--- src/rtl/cfg_reg_pkg.sv ---
// Shared address map and reset constants for the configuration register bank.
package cfg_reg_pkg;

  localparam logic [7:0] ADDR_ID       = 8'h00;
  localparam logic [7:0] ADDR_CTRL     = 8'h01;
  localparam logic [7:0] ADDR_CMD      = 8'h02;
  localparam logic [7:0] ADDR_STATUS   = 8'h03;
  localparam logic [7:0] ADDR_LOCK     = 8'h04;
  localparam logic [7:0] ADDR_COMMIT   = 8'h05;
  localparam logic [7:0] ADDR_ERRCNT   = 8'h06;
  localparam logic [7:0] ADDR_CFG_BASE = 8'h10;

  // Config writes start out blocked until the unlock key is written.
  localparam logic LOCK_RST = 1'b1;

endpackage

--- src/rtl/cfg_sticky_status.sv ---
// 16-bit sticky status register: level-high set bits, write-1-to-clear mask,
// set takes priority over clear on the same bit in the same cycle.
module cfg_sticky_status (
  input  logic        CLK,
  input  logic        rst,
  input  logic [15:0] i_set,
  input  logic [15:0] i_clr,
  output logic [15:0] o_status
);

  logic [15:0] r_status;

  always_ff @(posedge CLK) begin
    if (rst) begin
      r_status <= 16'h0000;
    end else begin
      r_status <= (r_status & ~i_clr) | i_set;
    end
  end

  assign o_status = r_status;

endmodule

--- src/rtl/cfg_reg_bank.sv ---
// Configuration/status register bank behind the interface bridge: working and
// committed config words, write lock, command pulses, sticky status, error count.
module cfg_reg_bank
  import cfg_reg_pkg::*;
#(
  parameter int          N_CFG      = 8,
  parameter logic [15:0] CHIP_ID    = 16'h5A01,
  parameter logic [15:0] UNLOCK_KEY = 16'hA5A5
) (
  input  logic                 CLK,
  input  logic                 rst,
  input  logic                 reg_ce,
  input  logic                 reg_we,
  input  logic [7:0]           reg_addr_0b,
  input  logic [7:0]           reg_wdata_0b,
  input  logic [7:0]           reg_wdata_1b,
  output logic [7:0]           reg_rdata_0b,
  output logic [7:0]           reg_rdata_1b,
  input  logic [15:0]          sts_set,
  output logic [7:0]           cmd_pulse,
  output logic [15:0]          cfg_ctrl,
  output logic [16*N_CFG-1:0]  cfg_active,
  output logic                 locked
);

  logic [15:0]          w_wdata;
  logic                 w_wr;
  logic                 w_rd;
  logic [7:0]           w_cfg_off;
  logic                 w_cfg_hit;
  logic                 w_mapped;
  logic [15:0]          w_status_clr;
  logic [15:0]          w_status;
  logic [15:0]          w_rd_data;

  logic [15:0]          r_rdata;
  logic [7:0]           r_cmd;
  logic [15:0]          r_ctrl;
  logic [16*N_CFG-1:0]  r_active;
  logic [15:0]          r_work [N_CFG];
  logic                 r_locked;
  logic [7:0]           r_errcnt;

  assign w_wdata   = {reg_wdata_1b, reg_wdata_0b};
  assign w_wr      = reg_ce & reg_we;
  assign w_rd      = reg_ce & ~reg_we;
  assign w_cfg_off = reg_addr_0b - ADDR_CFG_BASE;
  assign w_cfg_hit = (reg_addr_0b >= ADDR_CFG_BASE) && (w_cfg_off < 8'(N_CFG));
  // Working-reg addresses past N_CFG fall into the unmapped (error) space.
  assign w_mapped  = (reg_addr_0b <= ADDR_ERRCNT) || w_cfg_hit;

  assign w_status_clr = (w_wr && reg_addr_0b == ADDR_STATUS) ? w_wdata : 16'h0000;

  cfg_sticky_status u_status (
    .CLK      (CLK),
    .rst      (rst),
    .i_set    (sts_set),
    .i_clr    (w_status_clr),
    .o_status (w_status)
  );

  always_comb begin
    w_rd_data = 16'h0000;
    case (reg_addr_0b)
      ADDR_ID:     w_rd_data = CHIP_ID;
      ADDR_CTRL:   w_rd_data = r_ctrl;
      ADDR_STATUS: w_rd_data = w_status;
      ADDR_LOCK:   w_rd_data = {15'b0, r_locked};
      ADDR_ERRCNT: w_rd_data = {8'h00, r_errcnt};
      default:     w_rd_data = 16'h0000;
    endcase
    for (int i = 0; i < N_CFG; i++) begin
      if (w_cfg_hit && w_cfg_off == 8'(i)) w_rd_data = r_work[i];
    end
  end

  always_ff @(posedge CLK) begin
    if (rst) begin
      r_rdata  <= 16'h0000;
      r_cmd    <= 8'h00;
      r_ctrl   <= 16'h0000;
      r_active <= '0;
      r_locked <= LOCK_RST;
      r_errcnt <= 8'h00;
      for (int i = 0; i < N_CFG; i++) r_work[i] <= 16'h0000;
    end else begin
      r_cmd <= 8'h00;
      if (w_rd) r_rdata <= w_rd_data;
      if (reg_ce && !w_mapped && r_errcnt != 8'hFF) r_errcnt <= r_errcnt + 8'd1;
      if (w_wr) begin
        case (reg_addr_0b)
          ADDR_CTRL:   r_ctrl   <= w_wdata;
          ADDR_CMD:    r_cmd    <= w_wdata[7:0];
          ADDR_LOCK:   r_locked <= (w_wdata != UNLOCK_KEY);
          ADDR_COMMIT: begin
            // Commit ignores the lock so already-staged values can still be applied.
            if (w_wdata[0]) begin
              for (int i = 0; i < N_CFG; i++) r_active[16*i +: 16] <= r_work[i];
            end
          end
          default: ;
        endcase
        if (w_cfg_hit && !r_locked) begin
          for (int i = 0; i < N_CFG; i++) begin
            if (w_cfg_off == 8'(i)) r_work[i] <= w_wdata;
          end
        end
      end
    end
  end

  assign reg_rdata_0b = r_rdata[7:0];
  assign reg_rdata_1b = r_rdata[15:8];
  assign cmd_pulse    = r_cmd;
  assign cfg_ctrl     = r_ctrl;
  assign cfg_active   = r_active;
  assign locked       = r_locked;

endmodule
--- config.mk ---
export PLATFORM = sky130hd
export DESIGN_NAME = cfg_reg_bank
export DESIGN_NICKNAME = d
export VERILOG_FILES = /design/src/rtl/cfg_reg_pkg.sv /design/src/rtl/cfg_sticky_status.sv /design/src/rtl/cfg_reg_bank.sv
export SDC_FILE = /design/constraint.sdc
export NUM_CORES = 1
export LEC_CHECK = 0
export BUFFER_PORTS_ARGS = -buffer_cell sky130_fd_sc_hd__buf_2
export CAP_MARGIN = 20
export CORE_MARGIN = 8
export CORE_UTILIZATION = 30
export CTS_CLUSTER_SIZE = 30
export DETAILED_ROUTE_END_ITERATION = 12
export GPL_TIMING_DRIVEN = 0
export PLACE_DENSITY = 0.56
export RECOVER_POWER = 25
export SYNTH_ARGS = -nofsm -noshare
export SYNTH_HDL_FRONTEND = slang
export SYNTH_SLANG_ARGS = --single-unit
export TNS_END_PERCENT = 20
--- constraint.sdc ---
create_clock -name CLK -period 3.09 [get_ports CLK]
set_input_delay 0.618 -clock CLK [delete_from_list [all_inputs] [get_ports CLK]]
set_output_delay 0.618 -clock CLK [all_outputs]
set_load 0.01 [all_outputs]
## After elaboration in Yosys (flattened, before gate mapping)

Memories as Yosys holds them, arrays and structs flattened.
Cells that the tools add are included.

- Output and inout bits: 169
- Memory bits (writable): 128
- Bits of input ports: 44
- Memories: 1
- Bits in registers: 193

- Magnitude comparators: 3
- Reduce and logical (&&, ||, !) cells: 22
- Add/sub/neg operators: 2
- Bitwise logic cells: 16
- Multiplexer cells: 60
- Equality and inequality tests: 15

Memories:

| name | words | bits a word | read ports | clocked after memory_dff | write ports | line | source |
|---|---|---|---|---|---|---|---|
| r_work | 8 | 16 | 8 | 0 | 8 | cfg_reg_bank.sv:40 | `logic [15:0] r_work [N_CFG];` |

Operator list:

| kind | count |
|---|---|
| 16-bit 2-to-1 mux | 17 |
| 16-bit case mux with 5 select lines | 1 |
| 8-bit by 3-bit == test with 1-bit output, second input constant | 7 |
| 1-bit 2-to-1 mux | 42 |
| 8-bit by 2-bit == test with 1-bit output, second input constant | 4 |
| 16-bit bitwise AND | 1 |
| 8-bit by 1-bit == test with 1-bit output, second input constant | 2 |
| 8-bit logical NOT | 2 |
| 16-bit != test, second input constant | 1 |
| 16-bit NOT | 1 |
| 16-bit OR | 1 |
| 1-bit logical AND | 13 |
| 8-bit by 1-bit adder with 8-bit output, second input constant | 1 |
| 8-bit by 5-bit >= comparator with 1-bit output, second input constant | 1 |
| 8-bit by 3-bit <= comparator with 1-bit output, second input constant | 1 |
| 8-bit by 4-bit less-than comparator with 1-bit output, second input constant | 1 |
| 8-bit != test, second input constant | 1 |
| 1-bit OR | 8 |
| 8-bit by 5-bit subtractor with 8-bit output, second input constant | 1 |
| 2-bit AND reduction | 2 |
| 1-bit NOT | 3 |
| 3-bit AND reduction | 1 |
| 3-bit OR reduction | 1 |
| 1-bit bitwise AND | 2 |
| 2 further kinds | 3 |

## Logic depth before layout (Yosys ltp)

Gate-level depths: netlist (run 1).

- Depth in word-level cells: 12
- Depth in mapped cells: 9
- Depth with buffers taken out: 5

## By module

From an unflattened synthesis (run 1), not the netlist that was laid out.

- Cells, all modules: 1,405
- Area total of the unflattened synthesis: 13,295.3 sq um

Modules (own cells, without submodules):

| module | instances | area each (sq um) | sequential area each (sq um) | cells each |
|---|---|---|---|---|
| cfg_reg_bank | 1 | 12,665.9 | 7,387.1 | 1,339 |
| cfg_sticky_status | 1 | 629.4 | 320.3 | 66 |

## Worst setup path after synthesis (run 1)

No wires, ideal clock.

- Path type: input to register
- From: input reg_addr_0b[6]
- To: memory r_work[2][0], in the netlist r_work[0][32] (enable)
- Required time: 2,715 ps
- Path buffers: 2
- Setup time: 375 ps
- Path slack: 404 ps
- Arrival: 2,311 ps
- Cell stages on the path: 6
- Path through: or3_1 -> clkbuf_1 -> buf_2 -> nor4_1 -> nand3_1 -> nand2b_1

RTL lines:

| item | line | source |
|---|---|---|
| start, declared | cfg_reg_bank.sv:14 | `input logic [7:0] reg_addr_0b,` |
| end, declared | cfg_reg_bank.sv:40 |  |

==> results.cfg, run 1 <==
[detailed_routing]
route.detailed.drc = 0
drt-total-wl_mm = 52.7
first_iter_violations = 1143
drtAntennaViolNets = 0
firstDrtPassIters = 5
vias_per_cell = 5.09
wire_per_inst_um = 23.6
num_vias = 11400

[setup_path]
crit_chain = buf_2 -> nor3_4 -> and3_1 -> clkbuf_1 -> buf_2 -> nand3_1 -> nand2b_1
cp-start-kind = input port
cp_slowest_cell = nand2b_1
crit_fanout = 16
end_kind = flip-flop
worst_path_most_repeated_cell = buf_2
critPathKind = input port to flip-flop
critical_path_required_ns = 3.24
crit_arrival_ns = 3.15
cpPeakStageDelay_ns = 0.72

[power_and_ir_drop]
p_switching_w = 0.00222
swShare_pct = 23.2
power_frac_comb_pct = 5.6
pwr-share-clk_pct = 46.2
ir_drop_mv = 0.353
p_int_w = 0.00735
power_leakage_nw = 5.49
powerDensity_nw_per_um2 = 600
seq_power_share_pct = 48.2

[synth]
netlist_area_sq_um = 13100
synth_edf_count = 128
ys.warnings.count = 0
postSynthCellCount = 1372
ys.flop_type = dfxtp_1
synth_area_per_cell_sq_um = 9.53
ys_types = 60
async_flop_share_pct = 0
ys_seq_area_share_pct = 58.9
synthesis.nets = 1417
synth_seq_cells = 321

[cells_and_area]
areaGrowthSynthToFinish_pct = 22.0
diodes = 0
final_util_pct = 37.0
design_area_sq_um = 16000
drive_gt1_share_pct = 10.7
layout_commonest_cell = nand2_1
nets = 1667
multiInputGateArea_sq_um = 4870
fill_cells = 4498
final_cell_mix = 299 x nand2_1, 230 x clkbuf_1, 193 x dfxtp_1, 176 x nor2_1, 172 x a21oi_1
seqCellArea_sq_um = 7710

[clocking]
cts_tree = done
clkSinkCount = 321
clk_pin_slew_ns = 0.06
clk_latency_ns = 0.53
ctsHtreeMaxLevel = 2
clk_path_buf_depth = 3
numCtsBuffers = 36
cts_root_buf = clkbuf_16

[sta]
setup_viol = 0
min_period_over_period_pct = 97.0
fin_skew_ns = 0.0185
layout_setup_ws_ns = 0.0913
relSlewSlack_pct = 24.6
tightestPinTransition_ns = 1.13
finalHoldViolCount = 0
maxSlewViolCount = 0
grt_setup_unrepaired = false
fin_setup_tns_ns = 0
fmax_ghz = 0.333
finalCriticalPeriod_ns = 3.00

[grt]
first_global_vias = 11100
grt_max_degree = 17
overflow = 0
antenna_found_initial = 3
grt_pass1_wl_mm = 75.6
grt_use_total_pct = 20.2

[placed_design]
dpl_cell_area_sq_um = 14900
port_buffers = 210
dp_hpwl_mm = 40.2
pre_cts_slack_ns = -0.806
routabilityCongestion = 0.937

[die]
io_pins = 213
dieArea_sq_um = 50500
die_w_um = 225
start_util_pct = 30.4
die_h_um = 225
placementRows = 76
coreArea_sq_um = 43100

[status]
status = completed

[run]
maxCapViolCount = 0

[hold_path]
hp-class = input port to flip-flop
==> worst paths after layout <==
path             startpoint                    to  slack (ns)  cells past startpoint
max          reg_addr_0b[6]         r_work[1][13]        0.09                      7
min              sts_set[2]  u_status.o_status[2]        0.31                      3
max reg2reg          locked         r_work[1][13]        0.72                      3
min reg2reg  cfg_active[32]        cfg_active[32]        0.45                      2
==> registers in the layout, summed over array words and instances, names as in the netlist <==
signal / flops
cfg_active: 128
r_work: 128
cfg_ctrl: 16
r_rdata: 16
u_status.o_status: 16
cmd_pulse: 8
r_errcnt: 8
locked: 1
==> area by class of cell <==
type                       instances  area share (%)
clock buffer                      56            7.09
buffer                           104            2.72
sequential                       321            48.3
clock inverter                    10           0.667
tap                              585            4.59
inverter                          22           0.518
timing repair buffer             212            5.55
multi-input combinational        925            30.6
==> per-stage QoR <==
step,hold WS [ns],cells,total power (W)
after floorplan,0.451,1372,0.00492
after global placement,0.443,2167,0.00522
after detailed placement,0.444,2168,0.00522
after CTS,0.297,2234,0.00963
after global routing,0.304,2235,0.00987
final,0.310,2235,0.00957
==> Yosys cell counts, types with 6 or more instances <==
library cell	number	area share (%)
a21oi_1	172	6.6
a22oi_1	13	0.75
and3_1	6	0.29
buf_2	23	0.88
clkbuf_1	76	2.2
dfxtp_1	193	30
edfxtp_1	128	29
inv_1	22	0.63
mux2i_1	35	2.7
mux4_2	8	1.4
nand2_1	299	8.6
nand2b_1	29	1.4
nand3_1	16	0.61
nand4_1	6	0.29
nor2_1	176	5.1
nor2b_1	6	0.29
nor3_1	14	0.54
nor4_1	7	0.33
o211ai_1	9	0.52
o21ai_0	17	0.65
o221ai_1	6	0.40
o22ai_1	14	0.67
or3_1	7	0.33
==> critical path, delay by kind of cell <==
family / cells / cell delay [ns]
and+or+nand+nor: 4 / 1.85
buffers and inverters: 3 / 0.67
==> repair_timing <==
item                                    CTS  global route
resized for setup                         1             6
endpoints found under the setup margin   16            90
hold buffers                              0             0
buffers inserted                          0             0
==> power groups by stage <==
stage | clock [W] | sequential (W) | combinational [W]
final | 0.00442 | 0.00461 | 0.000536
after CTS | 0.00451 | 0.00460 | 0.000527
after global routing | 0.00469 | 0.00461 | 0.000565
after global placement | 0 | 0.00469 | 0.000524
after floorplan | 0 | 0.00464 | 0.000281
after detailed placement | 0 | 0.00469 | 0.000525
==> metal layers <==
metal  wire length (um)  track usage, %  share of wire (%)
met1              23500            26.9                 45
met4               1190            5.23                2.2
met2              24100            32.5                 46
met3               3980            4.83                7.5
met5                  1               0             0.0019
==> cells by family (layout without fill, tap and decap cells) <==
group                    count (synthesis)  in the layout  share of synthesized area [%]
flip-flops                             321            321                           58.9
buffers and inverters                  126            404                           3.95
adder cells (fa/ha/maj)                  1              1                         0.0957
AND/OR/NAND/NOR                        591            591                           19.5
XOR/XNOR                                 5              5                          0.335
multiplexers                            48             48                           4.49
AO/OA/AOI/OAI                          280            280                           12.7
No activity file was read; power rests on OpenSTA's default activity.
==> inputs of run 2 (changes only) <==
==> constraint.sdc (replaced) <==
create_clock -name CLK -period 3.85 [get_ports CLK]
set_input_delay 0.77 -clock CLK [delete_from_list [all_inputs] [get_ports CLK]]
set_output_delay 0.77 -clock CLK [all_outputs]
set_load 0.01 [all_outputs]
==> run 2 against run 1 <==
First-iteration DRC count is 4.5% higher. Via count about the same. Die area stayed put. Global-route usage unchanged. Sequential share of layout area is 0.072 points higher. Clock power is 19% lower. Largest cell class unchanged. Highest routed layer unchanged.
==> results.cfg, run 2 (synthesized netlist as in run 1, its figures left out) <==
[clocking]
cts-resized-gates = 0
cts.hold.buffers_added = 0
clk_path_buf_depth = 3
clk_latency_ns = 0.53
post-cts-setup-buffer-count = 0
ctsHtreeMaxLevel = 2
clkSinkCount = 321
cts_root_buf = clkbuf_16
clk_pin_slew_ns = 0.06
cts_tree = done
numCtsBuffers = 36

[die]
placementRows = 76
dieArea_sq_um = 50500
coreArea_sq_um = 43100
io_pins = 213
start_util_pct = 30.4
die_h_um = 225
die_w_um = 225

[detailed_routing]
wire_per_inst_um = 23.6
route.detailed.drc = 0
vias_per_cell = 5.10
drt-total-wl_mm = 52.8
drtAntennaViolNets = 0
first_iter_violations = 1195
firstDrtPassIters = 5
num_vias = 11400

[power_and_ir_drop]
swShare_pct = 23.3
seq_power_share_pct = 48.1
power_leakage_nw = 5.49
pwr-share-clk_pct = 46.3
p_switching_w = 0.00179
power_frac_comb_pct = 5.6
ir_drop_mv = 0.282
powerDensity_nw_per_um2 = 482
p_int_w = 0.00590

[cells_and_area]
final_cell_mix = 299 x nand2_1, 230 x clkbuf_1, 193 x dfxtp_1, 176 x nor2_1, 172 x a21oi_1
finalNonFillerCells = 2235
layout_commonest_cell = nand2_1
drive_gt1_share_pct = 10.4
nets = 1667
areaGrowthSynthToFinish_pct = 21.8
diodes = 0

[grt]
grt_max_degree = 17
first_global_vias = 11100
grtUsageMet2_pct = 32.5
overflow = 0
antenna_found_initial = 3
grt_use_total_pct = 20.2
busiest_layer = met2
grt_util_met3_pct = 4.83
grt_use_met1_pct = 26.9
grt_pass1_wl_mm = 75.6

[placed_design]
routabilityCongestion = 0.937
dp_hpwl_mm = 40.2
dp_cells = 2168
port_buffers = 210

[sta]
finalCriticalPeriod_ns = 3.67
maxSlewViolCount = 0
relSlewSlack_pct = 26.7
fin_skew_ns = 0.0197
fmax_ghz = 0.273
tightestPinTransition_ns = 1.10
grt_setup_unrepaired = false
finalHoldViolCount = 0
setup_viol = 0
min_period_over_period_pct = 95.3
hold_ws_ns = 0.453
fin_setup_tns_ns = 0

[status]
status = completed

[setup_path]
crit_fanout = 16
end_kind = flip-flop
critical_path_required_ns = 4.00
cp-start-kind = input port
crit_arrival_ns = 3.82
critPathKind = input port to flip-flop

[hold_path]
hp-class = flip-flop to flip-flop

[run]
maxCapViolCount = 0
==> run 2: cell counts in the layout (fill, tap and decap cells not counted) <==
No cell type changed its count.
==> run 2: worst paths after layout <==
check | startpoint | to | slack (ns) | cells after the start
setup / recovery | reg_addr_0b[6] | r_work[0][14] | 0.18 | 6
hold / removal | cfg_active[32] | cfg_active[32] | 0.45 | 2
setup reg to reg | locked | r_work[0][57] | 1.37 | 3
hold reg to reg | cfg_active[32] | cfg_active[32] | 0.45 | 2
==> run 2: metal layers <==
metal  share of wire, %  vias up
li1                   -     5253
met1                 44     5612
met2                 46      450
met3                7.7       74
met4                2.3        2
met5              0.025        -
==> run 2: final cells by class <==
class                   count  area, sq um
fillers                  4492        27100
multi-input cells         925         4850
inverters                  22         82.6
clock buffers              56         1130
well taps                 585          732
clock inverters            10          106
plain buffers             104          434
repair buffers            212          886
flip-flops and latches    321         7710
==> run 2: critical path, cell delays in order <==
cell      delay (ns)
buf_2           0.11
nor3_2          0.72
nand3_1         0.50
nor3_1          0.59
nand2_1         0.38
nand2b_1        0.73
==> run 2: power by group through the flow <==
stage	registers (W)	clock network, W	logic, W
floorplan	0.00372	0	0.000225
global placement	0.00377	0	0.000421
detailed placement	0.00377	0	0.000421
CTS	0.00369	0.00362	0.000423
global route	0.00370	0.00376	0.000451
finish	0.00370	0.00356	0.000429
==> run 2: metrics by stage <==
stage	area (sq um)	setup slack, ns	total power [W]	util (%)
after detailed placement	14900	-0.198	0.00419	34.5
after global routing	15900	0.0129	0.00792	37.0
final	15900	0.182	0.00768	37.0
after floorplan	13100	1.01	0.00395	-
after global placement	14900	-0.154	0.00419	34.5
after CTS	16100	0.357	0.00773	37.4
